[src/rtl/ws2812b_pkg.sv]
// Shared WS2812B definitions: word width, receiver states and default
// 50 MHz pulse timings also used by the matching encoder.
package ws2812b_pkg;

  localparam int RGB_W        = 24;

  localparam int T0H          = 20;
  localparam int T0L          = 42;
  localparam int T1H          = 40;
  localparam int T1L          = 22;
  localparam int RESET_CYCLES = 2500;

  typedef enum logic [1:0] {
    IDLE,
    ARMED,
    HIGH,
    LOW
  } rx_state_t;

endpackage

[src/rtl/ws2812b_din_sync.sv]
// Brings the asynchronous WS2812B line into sys_clk: two-flop synchronizer
// plus one delay stage for single-cycle edge strobes.
module ws2812b_din_sync (
  input  logic sys_clk,
  input  logic sys_rst,
  input  logic din,
  output logic level,
  output logic rise,
  output logic fall
);

  logic s1;
  logic s2;
  logic s3;

  always_ff @(posedge sys_clk) begin
    if (sys_rst) begin
      s1 <= 1'b0;
      s2 <= 1'b0;
      s3 <= 1'b0;
    end else begin
      s1 <= din;
      s2 <= s1;
      s3 <= s2;
    end
  end

  always_comb begin
    level = s2;
    rise  = s2 & ~s3;
    fall  = ~s2 & s3;
  end

endmodule

[src/rtl/ws2812b_rx.sv]
// WS2812B receiver: measures high-pulse widths to recover GRB words, and
// uses the long low reset gap to delimit frames.
module ws2812b_rx
  import ws2812b_pkg::*;
#(
  parameter int NUM_LEDS     = 64,
  parameter int BIT_THRESH   = 30,
  parameter int MIN_HIGH     = 5,
  parameter int MAX_HIGH     = 75,
  parameter int RESET_CYCLES = ws2812b_pkg::RESET_CYCLES
) (
  input  logic                          sys_clk,
  input  logic                          sys_rst,
  input  logic                          din,
  output logic [RGB_W-1:0]              rgb_data,
  output logic                          rgb_valid,
  output logic [$clog2(NUM_LEDS)-1:0]   led_index,
  output logic                          frame_done,
  output logic [$clog2(NUM_LEDS+1)-1:0] frame_len,
  output logic                          bit_err
);

  localparam int IDX_W = $clog2(NUM_LEDS);
  localparam int CNT_W = $clog2(NUM_LEDS + 1);
  localparam int HC_W  = $clog2(MAX_HIGH + 2);
  localparam int LC_W  = $clog2(RESET_CYCLES + 1);
  localparam int BC_W  = $clog2(RGB_W);

  localparam logic [HC_W-1:0]  HC_THR  = HC_W'(BIT_THRESH);
  localparam logic [HC_W-1:0]  HC_MIN  = HC_W'(MIN_HIGH);
  localparam logic [HC_W-1:0]  HC_MAX  = HC_W'(MAX_HIGH);
  localparam logic [HC_W-1:0]  HC_SAT  = HC_W'(MAX_HIGH + 1);
  localparam logic [LC_W-1:0]  LC_END  = LC_W'(RESET_CYCLES);
  localparam logic [CNT_W-1:0] WC_MAX  = CNT_W'(NUM_LEDS);
  localparam logic [BC_W-1:0]  BC_LAST = BC_W'(RGB_W - 1);

  logic level;
  logic rise;
  logic fall;

  ws2812b_din_sync u_sync (
    .sys_clk (sys_clk),
    .sys_rst (sys_rst),
    .din     (din),
    .level   (level),
    .rise    (rise),
    .fall    (fall)
  );

  rx_state_t        state;
  rx_state_t        state_nx;
  logic [HC_W-1:0]  high_cnt;
  logic [LC_W-1:0]  low_cnt;
  logic [BC_W-1:0]  bit_cnt;
  logic [CNT_W-1:0] word_cnt;
  logic [RGB_W-2:0] shreg;

  logic bit_val;
  logic shift_en;
  logic word_done;
  logic err;
  logic frame_end;
  logic abort;

  // high_cnt holds the exact number of high cycles by the time fall strobes
  always_ff @(posedge sys_clk) begin
    if (sys_rst) begin
      high_cnt <= '0;
    end else if (rise) begin
      high_cnt <= HC_W'(1);
    end else if (level && high_cnt != HC_SAT) begin
      high_cnt <= high_cnt + 1'b1;
    end
  end

  always_ff @(posedge sys_clk) begin
    if (sys_rst || level) begin
      low_cnt <= '0;
    end else if (low_cnt != LC_END) begin
      low_cnt <= low_cnt + 1'b1;
    end
  end

  always_ff @(posedge sys_clk) begin
    if (sys_rst) begin
      state <= IDLE;
    end else begin
      state <= state_nx;
    end
  end

  // A rise landing on the gap-detect cycle still starts a bit, so no pulse is lost
  always_comb begin
    state_nx  = state;
    shift_en  = 1'b0;
    word_done = 1'b0;
    err       = 1'b0;
    frame_end = 1'b0;
    abort     = 1'b0;
    bit_val   = (high_cnt >= HC_THR);
    unique case (state)
      IDLE: begin
        if (low_cnt == LC_END) begin
          state_nx = rise ? HIGH : ARMED;
        end
      end
      ARMED: begin
        if (rise) begin
          state_nx = HIGH;
        end
      end
      HIGH: begin
        if (high_cnt > HC_MAX) begin
          err      = 1'b1;
          abort    = 1'b1;
          state_nx = IDLE;
        end else if (fall) begin
          if (high_cnt < HC_MIN) begin
            err      = 1'b1;
            abort    = 1'b1;
            state_nx = IDLE;
          end else begin
            shift_en  = 1'b1;
            word_done = (bit_cnt == BC_LAST);
            state_nx  = LOW;
          end
        end
      end
      LOW: begin
        if (low_cnt == LC_END) begin
          frame_end = 1'b1;
          err       = (bit_cnt != '0);
          state_nx  = rise ? HIGH : ARMED;
        end else if (rise) begin
          state_nx = HIGH;
        end
      end
      default: state_nx = IDLE;
    endcase
  end

  always_ff @(posedge sys_clk) begin
    if (sys_rst) begin
      shreg      <= '0;
      bit_cnt    <= '0;
      word_cnt   <= '0;
      rgb_data   <= '0;
      rgb_valid  <= 1'b0;
      led_index  <= '0;
      frame_done <= 1'b0;
      frame_len  <= '0;
      bit_err    <= 1'b0;
    end else begin
      rgb_valid  <= 1'b0;
      frame_done <= 1'b0;
      bit_err    <= err;
      shreg      <= shreg;
      if (shift_en) begin
        shreg <= {shreg[RGB_W-3:0], bit_val};
        if (word_done) begin
          bit_cnt <= '0;
          if (word_cnt < WC_MAX) begin
            rgb_data  <= {shreg, bit_val};
            rgb_valid <= 1'b1;
            led_index <= word_cnt[IDX_W-1:0];
            word_cnt  <= word_cnt + 1'b1;
          end
        end else begin
          bit_cnt <= bit_cnt + 1'b1;
        end
      end
      if (frame_end) begin
        frame_done <= 1'b1;
        frame_len  <= word_cnt;
        word_cnt   <= '0;
        bit_cnt    <= '0;
      end
      if (abort) begin
        word_cnt <= '0;
        bit_cnt  <= '0;
      end
    end
  end

endmodule

[config.mk]
export PLATFORM = sky130hd
export DESIGN_NAME = ws2812b_rx
export DESIGN_NICKNAME = d
export VERILOG_FILES = /design/src/rtl/ws2812b_pkg.sv /design/src/rtl/ws2812b_din_sync.sv /design/src/rtl/ws2812b_rx.sv
export SDC_FILE = /design/constraint.sdc
export NUM_CORES = 1
export LEC_CHECK = 0
export BUFFER_PORTS_ARGS = -buffer_cell sky130_fd_sc_hd__buf_2
export CAP_MARGIN = 20
export CORE_ASPECT_RATIO = 0.6
export CORE_MARGIN = 2
export CORE_UTILIZATION = 58
export CTS_CLUSTER_DIAMETER = 150
export CTS_CLUSTER_SIZE = 14
export DETAILED_ROUTE_END_ITERATION = 10
export HOLD_SLACK_MARGIN = 0.15
export PLACE_DENSITY = 0.87
export SYNTH_ARGS = -nofsm -noshare
export SYNTH_HDL_FRONTEND = slang
export SYNTH_HIERARCHICAL = 1
export SYNTH_SLANG_ARGS = --single-unit
[constraint.sdc]
create_clock -name sys_clk -period 2.62 [get_ports sys_clk]
set_input_delay 0.524 -clock sys_clk [delete_from_list [all_inputs] [get_ports sys_clk]]
set_output_delay 0.524 -clock sys_clk [all_outputs]
set_load 0.03 [all_outputs]
== After elaboration in Yosys (flattened, before gate mapping) ==
Cells that the tools add are included.

* Flip-flop bits (word level): 99
* Bits in latches: 0
* Bits in writable memories: 0
* Memory bits (read-only): 0
* Bits of input ports: 3
* Output and inout port bits: 40
* Memories kept: 0

* Add/subtract/negate cells: 4
* $mul: 0
* Divide/modulo/power cells: 0
* Order comparisons: 4
* Eq/ne operators: 9
* Shift-type cells: 0
* Muxes and demuxes: 29
* Bitwise operators: 6
* Reductions and logical operators: 10

{| class="wikitable"
|+ Operators by type and width
! cell !! number
|-
| $mux W1 || 19
|-
| $add A7 B1 Y7 const B || 2
|-
| $mux W2 || 7
|-
| $add A12 B1 Y12 const B || 1
|-
| $eq A12 B12 Y1 const B || 1
|-
| $ne A12 B12 Y1 const B || 1
|-
| $pmux W2 S4 || 1
|-
| $ge A7 B5 Y1 const B || 1
|-
| $gt A7 B7 Y1 const B || 1
|-
| $lt A7 B3 Y1 const B || 1
|-
| $lt A7 B7 Y1 const B || 1
|-
| $ne A7 B7 Y1 const B || 1
|-
| $reduce_or A3 Y1 || 2
|-
| $add A5 B1 Y5 const B || 1
|-
| $eq A5 B5 Y1 const B || 1
|-
| $mux W5 || 1
|-
| $reduce_bool A5 Y1 || 1
|-
| $eq A2 B2 Y1 const B || 2
|-
| $not A1 Y1 || 4
|-
| $ne A3 B3 Y1 const B || 1
|-
| $reduce_and A3 Y1 || 1
|-
| $and A1 B1 Y1 || 2
|-
| $eq A2 B1 Y1 const B || 1
|-
| $logic_not A2 Y1 || 1
|-
| other kinds (7) || 7
|}

== Longest topological paths before layout ==
* Depth in word-level cells: 7
* Mapped depth: 8

== By module ==
Netlist, hierarchy kept.

{| class="wikitable"
|+ By module, submodules not included
! module !! instances !! cells an instance !! area an instance (µm²) !! sequential area each (µm²)
|-
| ws2812b_rx || 1 || 464 || 3,946.3 || 1,921.8
|-
| ws2812b_din_sync || 1 || 8 || 91.3 || 60.1
|}

== Worst setup path before layout ==
No wires, ideal clock.

* Path type: flip-flop to flip-flop
* Start: reg high_cnt[1]
* End: reg word_cnt[5]
* Setup time: 66 ps
* Arrival time: 2,025 ps
* Required time: 2,554 ps
* Path slack: 529 ps
* Cell stages (with the launch flop): 7
* Period minus slack after synthesis: 2,091 ps
* Path through: dfxtp_1 > ha_1 > and4b_1 > o41ai_4 > nand4_2 > or4_1 > a21oi_2

* Longest elaborated chain between the ends: 6
* Elaborated cells between the ends (all ways): 16
* Classes of those cells: 2 x order compare; 12 x mux; 2 x reduce/logical

{| class="wikitable"
|+ RTL lines
! element !! RTL line !! source
|-
| start, declared || ws2812b_rx.sv:52 || <nowiki>logic [HC_W-1:0] high_cnt;</nowiki>
|-
| start signal, assigned || ws2812b_rx.sv:72 || <nowiki>high_cnt <= high_cnt + 1'b1;</nowiki>
|-
| $lt A7 B3 Y1 || ws2812b_rx.sv:118 || <nowiki>if (high_cnt < HC_MIN) begin</nowiki>
|-
| $mux W1 || ws2812b_rx.sv:118 ||
|-
| $mux W1 || ws2812b_rx.sv:117 || <nowiki>end else if (fall) begin</nowiki>
|-
| $mux W1 || ws2812b_rx.sv:113 || <nowiki>if (high_cnt > HC_MAX) begin</nowiki>
|-
| $mux W1 || ws2812b_rx.sv:101 || <nowiki>unique case (state)</nowiki>
|-
| $reduce_and A3 Y1 (no line) / $reduce_or A3 Y1 (equally long branches) || - ||
|-
| end signal, assigned || ws2812b_rx.sv:166 || <nowiki>word_cnt <= word_cnt + 1'b1;</nowiki>
|-
| end, declared || ws2812b_rx.sv:55 || <nowiki>logic [CNT_W-1:0] word_cnt;</nowiki>
|}

Several ways; a longest one is shown, not always the timed one.
A chain may end at the register's enable or synchronous reset.

== Worst setup path in the final report ==
* Start: reg high_cnt[1]
* End: reg word_cnt[3]

The elaborated chain is that of the path after synthesis.

==> reports/metrics.csv <==
metric,value,unit
status,"complete, no violations",
Syn-to-layout area delta,13.5,%
CP startpoint kind,flop,
initial core utilization,0.602,
Slew @ Worst Pin,0.568,ns
first-pass GRT wire length,14.1,mm
Final WS setup,0.243,ns
CTS Buf Count,9,
worst path cell trace,ha_1 > and4b_1 > o41ai_4 > nand4_2 > or4_1 > a21oi_2,
Setup Viol. Count Final,0,
"Hold Violations, Final",0,
synthesized instance count,472,
Core Rows,23,
post-synth net total,483,
CP max FO,8,
Post-CTS Hold Buffers,0,
DR pass1 iterations,5,
Max Buffers Root-to-Sink,2,
initial DRC count,237,
# IOs,43,
setup TNS,0,ns
pin count of the biggest net entering global routing,47,
Max VDD drop,313,uV
Clock Pin Slew Worst Setup and Hold Paths,0.06,ns
WHS Path Cells,2,
P_leak,1.72,nW
CP arrival,2.65,ns
RSZ-0062 raised after global routing,false,
synth unique cells,51,
Post-Syn Area,4040,um^2
number of max-cap violations,0,
initial antenna violation count,0,
flop2flop setup slack,0.24,ns
die width,112,um
Reg-to-Reg Start,high_cnt[1],
worst r2r path cells,6,
fmax,421,MHz
Hold Crit Class,input port to flop,
Finished Cell Area,4580,um^2
grt ovf,0,
Placed Area,4310,um^2
routability cong.,0.822,
Synthesis Warnings,6,
vias,3337,
pwr dens,606,nW/um^2
routed len/inst,14.0,um
"Req. time, crit path",2.89,ns
RR Endpoint,word_cnt[3],
Final ANT Viol Nets,0,
Post-synth ARST share,0,
vias in the first global route,3065,
Setup crit start,high_cnt[1],
CP Class,flop to flop,
hold path endpoint,u_sync/s1,
Vias/cell,5.56,
Post-synth EDFFs,0,
Clock Sinks,99,
CP max stage cell,or4_1,
Avg Inst Size Synth,8.55,um^2
Core ar.,6710,um^2
critical path buffer and inverter count,0,
Slew Limit Fails,0,
Crit path largest cell delay,0.56,ns
H-tree levels,3,
drt drc,0,
GRT Total Usage,0.229,
Min-Delay Startpoint,din,
HPWL Detailed,5.81,mm
fin nets,519,
layout cells sized above 1,0.168,
die area,7670,um^2
CP endpoint kind,flop,
Synth Flop Type,dfxtp_1,
CTS tree,done,
"CP delay by family, top",simple AND/OR/NAND/NOR gates,
clk_skew,0.00987,ns
sequential share of the synthesized area,0.491,
dpl ws,0.300,ns
Buffers on Ports,42,
final worst-path cycle share,0.907,
setup bufs post-CTS,0,
Final min period,2.38,ns
Root Buffer,clkbuf_16,
Final Util,0.684,
diode count,0,
Slew headroom,0.619,
clk_lat worst skew,0.34,ns
drt total wl,8.42,mm
die height,68.6,um
synthesized flop and latch total,99,
==> timing repair <==
| item | 4_1_cts | 5_1_grt |
|---|---|---|
| gates resized for setup | 0 | 1 |
| endpoints found under the setup margin | 0 | 1 |
| hold endpoints to repair | 0 | 0 |
==> power by group <==
part	total (mW)	switching, mW	internal [mW]
combinational	0.0569	0.0399	0.0170
clock	1.20	0.553	0.647
sequential	1.52	0.00818	1.51
==> cell type report <==
cell class	count	area (um^2)
multi-input combinational	341	1920
timing repair buffer	49	275
inverter	8	30.0
tap	87	109
sequential	99	1980
clock buffer	11	233
clock inverter	5	37.5
fill	521	2120
==> worst reg2reg max path, stage by stage (launching register included) <==
cell and delay (ns):
dfxtp_1 0.44, ha_1 0.28, and4b_1 0.26, o41ai_4 0.37, nand4_2 0.24, or4_1 0.56, a21oi_2 0.16
==> metal layers <==
metal  up-vias  GRT usage  routed length (um)
li1       1668          -                   -
met1      1566      0.287                3960
met2        90      0.391                3860
met3        13     0.0647                 468
met4         0     0.0802                 121
met5         -          0                   0
==> worst max-delay path by stage <==
stage | endpoint | slack (ns) | cells after the start
4_1_cts | word_cnt[3] | 0.26 | 7
2_1_floorplan | word_cnt[5] | 0.53 | 6
3_5_place_dp | word_cnt[5] | 0.30 | 6
6_report | word_cnt[3] | 0.24 | 6
5_1_grt | word_cnt[3] | 0.03 | 6
3_3_place_gp | bit_cnt[4] | 0.44 | 7
==> placed cells by master (no fill, tap or decap), types with 7 or more instances in the layout <==
| cell | synthesis | layout |
|---|---|---|
| a21oi_1 | 59 | 59 |
| buf_2 | 6 | 42 |
| clkbuf_16 | 0 | 9 |
| dfxtp_1 | 99 | 99 |
| ha_1 | 8 | 8 |
| inv_1 | 8 | 8 |
| mux2i_1 | 8 | 8 |
| nand2_1 | 121 | 121 |
| nand3_1 | 11 | 11 |
| nand4_1 | 8 | 8 |
| nor2_1 | 29 | 29 |
| o21ai_0 | 7 | 7 |
| xor2_1 | 11 | 11 |
==> metrics by stage <==
| stage | std cells | power [mW] | hold WS [ns] |
|---|---|---|---|
| 2_1_floorplan | 472 | 1.60 | 0.414 |
| 3_3_place_gp | 584 | 1.61 | 0.423 |
| 3_5_place_dp | 584 | 1.61 | 0.424 |
| 4_1_cts | 600 | 2.79 | 0.389 |
| 5_1_grt | 600 | 2.86 | 0.429 |
| 6_report | 600 | 2.78 | 0.395 |
==> cells in the mapped netlist, drive strengths merged, types with 3 or more instances <==
cell / count / area share
clkbuf: 16 / 0.015
and3: 4 / 0.0062
nor2: 34 / 0.038
nor4: 3 / 0.0046
dfxtp: 99 / 0.49
a211oi: 3 / 0.0056
xnor2: 4 / 0.0087
inv: 8 / 0.0074
a21oi: 65 / 0.086
xor2: 11 / 0.024
nor3: 6 / 0.0074
or3: 5 / 0.0090
or2: 3 / 0.0046
o21ai: 7 / 0.0087
and2: 4 / 0.0068
buf: 8 / 0.013
nand3: 11 / 0.014
nor2b: 6 / 0.0093
mux2i: 8 / 0.020
nand2: 121 / 0.11
ha: 8 / 0.025
nand4: 9 / 0.015
==> flip-flops by register name, indices dropped and copies added (netlist names), 5 cells and up <==
name       count
word_cnt       7
led_index      6
high_cnt       7
shreg         23
rgb_data      24
frame_len      7
low_cnt       12
bit_cnt        5
==> kinds of logic after synthesis <==
kind of cell | after synthesis | share of synthesized area
compound gates | 91 | 0.140
xor+xnor | 15 | 0.0325
fa+ha+maj | 8 | 0.0248
buf+inv | 32 | 0.0356
flops | 99 | 0.491
mux | 8 | 0.0198
simple gates | 219 | 0.257
Note: power is estimated with default switching activity, not from simulation.
